===== src/rtl/lc4_pkg.sv =====
// Shared LC4 writeback definitions: opcode values, instruction field positions
// and the decoded-control bundle passed from the decoder to the writeback stage.
package lc4_pkg;

  localparam int OPC_MSB = 19;
  localparam int OPC_LSB = 15;
  localparam int RD_MSB  = 14;
  localparam int RD_LSB  = 11;

  localparam logic [3:0] LINK_REG = 4'd15;

  localparam logic [4:0] OP_NOP     = 5'b00000;
  localparam logic [4:0] OP_BR_LAST = 5'b00100;
  localparam logic [4:0] OP_ADD     = 5'b00101;
  localparam logic [4:0] OP_SUB     = 5'b00110;
  localparam logic [4:0] OP_ADDI    = 5'b00111;
  localparam logic [4:0] OP_JSR     = 5'b01000;
  localparam logic [4:0] OP_ILL_A   = 5'b10001;
  localparam logic [4:0] OP_TCS     = 5'b10100;
  localparam logic [4:0] OP_TCDH    = 5'b10101;
  localparam logic [4:0] OP_ADDC    = 5'b10110;
  localparam logic [4:0] OP_FDEC    = 5'b11000;
  localparam logic [4:0] OP_FLD     = 5'b11001;
  localparam logic [4:0] OP_ILL_LO  = 5'b11010;

  typedef struct packed {
    logic writes_reg;
    logic writes_carry;
    logic writes_float;
    logic illegal;
    logic rd_override;
  } wb_dec_t;

endpackage


===== src/rtl/lc4_alu_writeback_if.sv =====
// ALU-to-writeback and writeback-to-register-file signal bundle.
// The slave modport is the writeback stage; the master is its environment.
interface lc4_alu_writeback_if #(
  parameter int WORD_SIZE = 256,
  parameter int DADDR     = 4,
  parameter int INSN      = 19,
  parameter int CNT_W     = 32
);
  logic                 i_valid;
  logic                 o_ready;
  logic                 i_flush;
  logic [INSN:0]        i_insn;
  logic [WORD_SIZE-1:0] i_result;
  logic                 i_carry_out;
  logic [8:0]           i_float_out;
  logic                 o_carry;
  logic [8:0]           o_float;
  logic                 o_wb_valid;
  logic                 i_wb_ready;
  logic                 o_wb_we;
  logic [DADDR-1:0]     o_wb_rd;
  logic [WORD_SIZE-1:0] o_wb_data;
  logic                 o_illegal;
  logic [CNT_W-1:0]     o_retired;

  modport slave (
    input  i_valid, i_flush, i_insn, i_result, i_carry_out, i_float_out, i_wb_ready,
    output o_ready, o_carry, o_float, o_wb_valid, o_wb_we, o_wb_rd, o_wb_data,
           o_illegal, o_retired
  );

  modport master (
    output i_valid, i_flush, i_insn, i_result, i_carry_out, i_float_out, i_wb_ready,
    input  o_ready, o_carry, o_float, o_wb_valid, o_wb_we, o_wb_rd, o_wb_data,
           o_illegal, o_retired
  );
endinterface


===== src/rtl/lc4_wb_decode.sv =====
// Opcode decoder: which architectural state an executed instruction updates.
module lc4_wb_decode
  import lc4_pkg::*;
(
  input  logic [4:0] i_opcode,
  output wb_dec_t    o_dec
);

  always_comb begin
    o_dec = '0;
    case (i_opcode)
      OP_ADD, OP_SUB, OP_ADDI, OP_TCS, OP_TCDH, OP_ADDC: begin
        o_dec.writes_reg   = 1'b1;
        o_dec.writes_carry = 1'b1;
      end
      OP_FDEC, OP_FLD: begin
        o_dec.writes_reg   = 1'b1;
        o_dec.writes_float = 1'b1;
      end
      OP_JSR: begin
        o_dec.writes_reg  = 1'b1;
        o_dec.rd_override = 1'b1;
      end
      OP_ILL_A: o_dec.illegal = 1'b1;
      default: begin
        // Everything from OP_ILL_LO upward is undefined; NOP/branches write nothing.
        if (i_opcode >= OP_ILL_LO)
          o_dec.illegal = 1'b1;
        else if (i_opcode > OP_BR_LAST)
          o_dec.writes_reg = 1'b1;
      end
    endcase
  end

endmodule


===== src/rtl/lc4_alu_writeback.sv =====
// Single-entry pass-through buffer between the ALU and the register file; commits
// carry/float flags on retirement and forwards the newest flag values to the ALU.
module lc4_alu_writeback
  import lc4_pkg::*;
#(
  parameter int WORD_SIZE = 256,
  parameter int DADDR     = 4,
  parameter int INSN      = 19,
  parameter int CNT_W     = 32
) (
  input logic                clk,
  input logic                rst_n,
  lc4_alu_writeback_if.slave bus
);

  wb_dec_t              w_dec;
  logic                 w_accept;
  logic                 w_retire;
  logic [4:0]           w_opcode;
  logic [DADDR-1:0]     w_rd;

  logic                 r_full;
  logic                 r_wr_reg;
  logic                 r_wr_carry;
  logic                 r_wr_float;
  logic                 r_ill_entry;
  logic [DADDR-1:0]     r_rd;
  logic [WORD_SIZE-1:0] r_data;
  logic                 r_carry;
  logic [8:0]           r_float;
  logic                 r_carry_q;
  logic [8:0]           r_float_q;
  logic                 r_illegal;
  logic [CNT_W-1:0]     r_retired;

  assign w_opcode = bus.i_insn[OPC_MSB:OPC_LSB];

  lc4_wb_decode u_decode (
    .i_opcode (w_opcode),
    .o_dec    (w_dec)
  );

  assign w_rd     = w_dec.rd_override ? DADDR'(LINK_REG) : DADDR'(bus.i_insn[RD_MSB:RD_LSB]);
  assign w_retire = r_full & bus.i_wb_ready;
  assign w_accept = bus.i_valid & bus.o_ready & ~bus.i_flush;

  always_ff @(posedge clk or negedge rst_n) begin
    if (!rst_n) begin
      r_full      <= 1'b0;
      r_wr_reg    <= 1'b0;
      r_wr_carry  <= 1'b0;
      r_wr_float  <= 1'b0;
      r_ill_entry <= 1'b0;
      r_rd        <= '0;
      r_data      <= '0;
      r_carry     <= 1'b0;
      r_float     <= '0;
      r_carry_q   <= 1'b0;
      r_float_q   <= '0;
      r_illegal   <= 1'b0;
      r_retired   <= '0;
    end else begin
      if (w_retire) begin
        if (r_wr_carry) r_carry_q <= r_carry;
        if (r_wr_float) r_float_q <= r_float;
        r_illegal <= r_illegal | r_ill_entry;
        r_retired <= r_retired + CNT_W'(1);
      end
      // A new accept on the retire cycle simply overwrites the departing entry.
      if (w_accept) begin
        r_full      <= 1'b1;
        r_wr_reg    <= w_dec.writes_reg;
        r_wr_carry  <= w_dec.writes_carry;
        r_wr_float  <= w_dec.writes_float;
        r_ill_entry <= w_dec.illegal;
        r_rd        <= w_rd;
        r_data      <= bus.i_result;
        r_carry     <= bus.i_carry_out;
        r_float     <= bus.i_float_out;
      end else if (w_retire) begin
        r_full <= 1'b0;
      end
    end
  end

  assign bus.o_ready    = ~r_full | bus.i_wb_ready;
  assign bus.o_wb_valid = r_full;
  assign bus.o_wb_we    = r_full & r_wr_reg;
  assign bus.o_wb_rd    = r_rd;
  assign bus.o_wb_data  = r_data;
  assign bus.o_illegal  = r_illegal;
  assign bus.o_retired  = r_retired;
  assign bus.o_carry    = (r_full & r_wr_carry) ? r_carry : r_carry_q;
  assign bus.o_float    = (r_full & r_wr_float) ? r_float : r_float_q;

endmodule


===== src/flat_wrapper.sv =====
// flat-port wrapper written by rule: the top's interface ports become plain ports
module lc4_alu_writeback_flat import lc4_pkg::*;
#(
  parameter int WORD_SIZE = 256,
  parameter int DADDR     = 4,
  parameter int INSN      = 19,
  parameter int CNT_W     = 32
)
  (clk, rst_n, bus_i_valid, bus_i_flush, bus_i_insn, bus_i_result, bus_i_carry_out, bus_i_float_out, bus_i_wb_ready, bus_o_ready, bus_o_carry, bus_o_float, bus_o_wb_valid, bus_o_wb_we, bus_o_wb_rd, bus_o_wb_data, bus_o_illegal, bus_o_retired);
  lc4_alu_writeback_if #(.WORD_SIZE(WORD_SIZE), .DADDR(DADDR), .INSN(INSN), .CNT_W(CNT_W)) bus_i ();
  input logic clk;
  input logic rst_n;
  input wire logic [$bits(bus_i.i_valid)-1:0] bus_i_valid;
  input wire logic [$bits(bus_i.i_flush)-1:0] bus_i_flush;
  input wire logic [$bits(bus_i.i_insn)-1:0] bus_i_insn;
  input wire logic [$bits(bus_i.i_result)-1:0] bus_i_result;
  input wire logic [$bits(bus_i.i_carry_out)-1:0] bus_i_carry_out;
  input wire logic [$bits(bus_i.i_float_out)-1:0] bus_i_float_out;
  input wire logic [$bits(bus_i.i_wb_ready)-1:0] bus_i_wb_ready;
  output wire logic [$bits(bus_i.o_ready)-1:0] bus_o_ready;
  output wire logic [$bits(bus_i.o_carry)-1:0] bus_o_carry;
  output wire logic [$bits(bus_i.o_float)-1:0] bus_o_float;
  output wire logic [$bits(bus_i.o_wb_valid)-1:0] bus_o_wb_valid;
  output wire logic [$bits(bus_i.o_wb_we)-1:0] bus_o_wb_we;
  output wire logic [$bits(bus_i.o_wb_rd)-1:0] bus_o_wb_rd;
  output wire logic [$bits(bus_i.o_wb_data)-1:0] bus_o_wb_data;
  output wire logic [$bits(bus_i.o_illegal)-1:0] bus_o_illegal;
  output wire logic [$bits(bus_i.o_retired)-1:0] bus_o_retired;
  assign bus_i.i_valid = bus_i_valid;
  assign bus_i.i_flush = bus_i_flush;
  assign bus_i.i_insn = bus_i_insn;
  assign bus_i.i_result = bus_i_result;
  assign bus_i.i_carry_out = bus_i_carry_out;
  assign bus_i.i_float_out = bus_i_float_out;
  assign bus_i.i_wb_ready = bus_i_wb_ready;
  assign bus_o_ready = bus_i.o_ready;
  assign bus_o_carry = bus_i.o_carry;
  assign bus_o_float = bus_i.o_float;
  assign bus_o_wb_valid = bus_i.o_wb_valid;
  assign bus_o_wb_we = bus_i.o_wb_we;
  assign bus_o_wb_rd = bus_i.o_wb_rd;
  assign bus_o_wb_data = bus_i.o_wb_data;
  assign bus_o_illegal = bus_i.o_illegal;
  assign bus_o_retired = bus_i.o_retired;
  lc4_alu_writeback #(.WORD_SIZE(WORD_SIZE), .DADDR(DADDR), .INSN(INSN), .CNT_W(CNT_W)) u_core (.clk(clk), .rst_n(rst_n), .bus(bus_i));
endmodule

===== config.mk =====
export PLATFORM = sky130hd
export DESIGN_NAME = lc4_alu_writeback_flat
export DESIGN_NICKNAME = d
export VERILOG_FILES = /design/src/rtl/lc4_pkg.sv /design/src/rtl/lc4_alu_writeback_if.sv /design/src/rtl/lc4_wb_decode.sv /design/src/rtl/lc4_alu_writeback.sv /design/src/flat_wrapper.sv
export SDC_FILE = /design/constraint.sdc
export NUM_CORES = 1
export LEC_CHECK = 0
export BUFFER_PORTS_ARGS = -buffer_cell sky130_fd_sc_hd__clkbuf_2
export CORE_AREA = 3 3 233 235
export CTS_CLUSTER_DIAMETER = 200
export DETAILED_ROUTE_END_ITERATION = 6
export DIE_AREA = 0 0 236 238
export SLEW_MARGIN = 25
export SYNTH_ARGS = -nofsm -noshare
export SYNTH_HDL_FRONTEND = slang
export SYNTH_SLANG_ARGS = --single-unit

===== constraint.sdc =====
create_clock -name clk -period 2.25 [get_ports clk]
set_clock_uncertainty 0.15 [all_clocks]
set_input_delay 0.225 -clock clk [delete_from_list [all_inputs] [get_ports clk]]
set_output_delay 0.225 -clock clk [all_outputs]
set_load 0.03 [all_outputs]

==> impl_results.md <==
- Yosys warns: 0
- Slew Limit Headroom: 57.1%
- Port buffer count: 585
- Status: completed
- Synth Instances: approximately 1.3k
- Final Hold Vio Count: 0
- Grt ovf: 0
- VDD IR max: ~0.47 mV
- R2r worst-path depth: 6
- Final wirelength: roughly 44,000 um
- Most common cell after layout, fill and taps aside: nand2_1
- Setup tns final: 0 ps
- Fin area: between 0.02 and 0.025 mm^2
- Asr flop ratio synth: 100%
- Vias in the first global route: 12.9k
- Crit-path cells: dlygate4sd3_1, clkbuf_2, nand2b_1, nand3b_1, buf_12, buf_4, nand2_1, o41ai_1, dlygate4sd3_1
- Most frequent cells in the layout: nand2_1 (820), clkbuf_2 (583), dfrtp_1 (318)
- DR vias/cell: between 4 and 5
- Final Power: ~18 mW
- #FFs+latches synth: 318
- Max FFs per register: approximately 260
- Global Route Usage Sum: about 15%
- EDFF count, synth: 0
- Pre-Repair DR Iteration Count: 5
- Clock transition at path regs: about 60 ps
- Global-route wire length before repair: just under 70,000 um
- Ant. Diodes: 0
- Worst path max stage delay: ~590 ps
- Critical path startpoint category: primary input
- Distinct cells, synth: 39
- Critical path data required time: ~2600 ps
- Power density over the cells: slightly below 900 mW/mm^2
- Clk root buf: clkbuf_16
- Pin count of the biggest net entering global routing: a little over 70
- Die area: around 0.056 mm^2
- Die Span Y: about 240 um
- Initial Util: 23.6%
- Final GP Congestion: a little under 0.9
- Max-slew violations: 0
- Antenna-violating nets left: 0
- Hold slack final: 43.9 ps
- Worst-Margin Slew: 639 ps
- # fillers: approximately 5.0k
- Clock Sinks: about 320
- Area growth, synth to finish: 65.4%
- Worst EP arrival: about 2500 ps
- Setup slack, reg-to-reg: around 200 ps
- Synthesized Nets: roughly 1.6k
- RSZ-0062 raised after global routing: false
- Core ar.: between 0.05 and 0.06 mm^2
- Final WS setup: 93.4 ps
- H-tree levels: 2
- Sequential share of the synthesized area: ~64%
- Critical R2R Launch: u_core.bus.o_wb_valid$_DFFE_PN0P_
- Min-Delay Path Class: in -> async
- Syn Std Cell Area: between 0.01 and 0.015 mm^2
- Latest clock arrival within the worst-skew pair: roughly 530 ps
- Max cap viols: 0
- Post-route clock period utilization: 95.8%
- Most used cell, CP: dlygate4sd3_1
- Max Root-Sink Buffers: 3
- FF-to-FF End: u_core.r_ill_entry$_DFFE_PN0P_
- Layout Nets: 2,504
- Place WS: roughly 320 ps
- Max FO, Critical Path: 24
- Crit Path Category: in -> reg
- Die X: ~240 um
- DRT iter0 DRCs: between 600 and 700
- Post-DP HPWL: approximately 30,000 um
- Most used DFF post-synth: dfrtp_1
- # IOs: 597
- Post-route DRC: 0
- Vias: 12.4k
- # rows: 84
- Avg Cell Area, Syn: 9.31 um^2
- Post-DP Area: 0.0164 mm^2
- TritonCTS clock tree: done
- Final setup fails: 0
- Initial antenna violation count: 0
- TritonCTS buffer count: 37
- Crit path time final: between 2000 and 2500 ps
- Share of cells above drive strength 1: roughly a third
- Routed length per instance: 15.0 um
- Element type at the critical path end: register
- Critical-path top delay cell: dlygate4sd3_1
- Max frequency: between 0.4 and 0.5 GHz
- LEAKAGE: approximately 11 nW
## worst max-delay path: cells and delay by family
family | cells | cell delay (ps)
compound gates | 1 | 70
buf+inv | 5 | 1700
simple gates | 3 | 470
## how the worst max path moves through the flow
stage                                              from                               endpoint  slack (ps)  depth (start not counted)
floorplan             u_core.bus.o_wb_valid$_DFFE_PN0P_  u_core.bus.o_wb_data[102]$_DFFE_PN0P_         240                          7
global placement    u_core.bus.o_retired[4]$_DFFE_PN0P_   u_core.bus.o_retired[19]$_DFFE_PN0P_         370                          4
detailed placement  u_core.bus.o_retired[4]$_DFFE_PN0P_   u_core.bus.o_retired[21]$_DFFE_PN0P_         320                          4
CTS                   u_core.bus.o_wb_valid$_DFFE_PN0P_                         bus_o_float[8]          30                          4
global route                             bus_i_wb_ready         u_core.r_ill_entry$_DFFE_PN0P_           5                          8
finish                                   bus_i_wb_ready          u_core.r_wr_float$_DFFE_PN0P_          90                          9
## final cells by class
class                           instances  area (um^2)  area share (%)
Sequential cell                       318         7960            38.9
Tap cell                              688          861            4.21
Clock buffer                           55         1110            5.41
Timing Repair Buffer                  909         6270            30.7
Inverter                                2         7.51          0.0367
Multi-Input combinational cell        944         4100            20.1
Clock inverter                         11          136           0.667
## metrics by stage
stage / std cells / utilization (%)
3_3_place_gp: 2579 / 31.2
6_report: 2927 / 39.0
5_1_grt: 2927 / 39.0
3_5_place_dp: 2579 / 31.2
4_1_cts: 2926 / 38.9
2_1_floorplan: 1327 / -
## repair_timing
| action | in CTS | in global routing |
|---|---|---|
| endpoints found under the hold margin | 490 | 0 |
| setup buffers | 0 | 1 |
| cloned | 0 | 0 |
| resized for setup | 2 | 2 |
| endpoints found under the setup margin | 9 | 7 |
| pin swaps | 0 | 1 |
| hold buffers | 281 | 0 |
## where the power goes
part	total [mW]	leakage, nW	switching, mW	internal, mW
Clock	6.12	0.612	2.37	3.75
Sequential	7.16	3.96	0.579	6.58
Combinational	4.71	6.63	3.15	1.56
Total	18.0	11.2	6.10	11.9
## cells in the mapped netlist (all sizes together) (5+ instances only)
master,instances,area (um^2)
nand2,821,3080
dfrtp,318,7960
buf,35,206
clkbuf,28,105
xnor2,25,219
mux2,20,225
nand3,12,60.1
nand4,12,90.1
o21ai,7,35.0
and2,6,40.0
xor2,6,52.6
nor2,5,18.8
## logic make-up after synthesis
logic type	synth area share [%]
AOI/OAI and AO/OA	0.810
xor gates and xnor gates	2.20
adders and majority gates	0.101
buffers and inverters	2.58
DFF	64.4
muxes	1.82
and+or+nand+nor	28.1
## layer usage
layer / track usage, % / up-vias / part of all wire (%)
met5: 0 / - / 0
met4: 7.32 / 0 / 4.8
met3: 3.37 / 135 / 6.2
met2: 25.6 / 523 / 50
met1: 18.0 / 5871 / 39
li1: - / 5848 / -
Note: power is estimated with default switching activity, not from simulation.
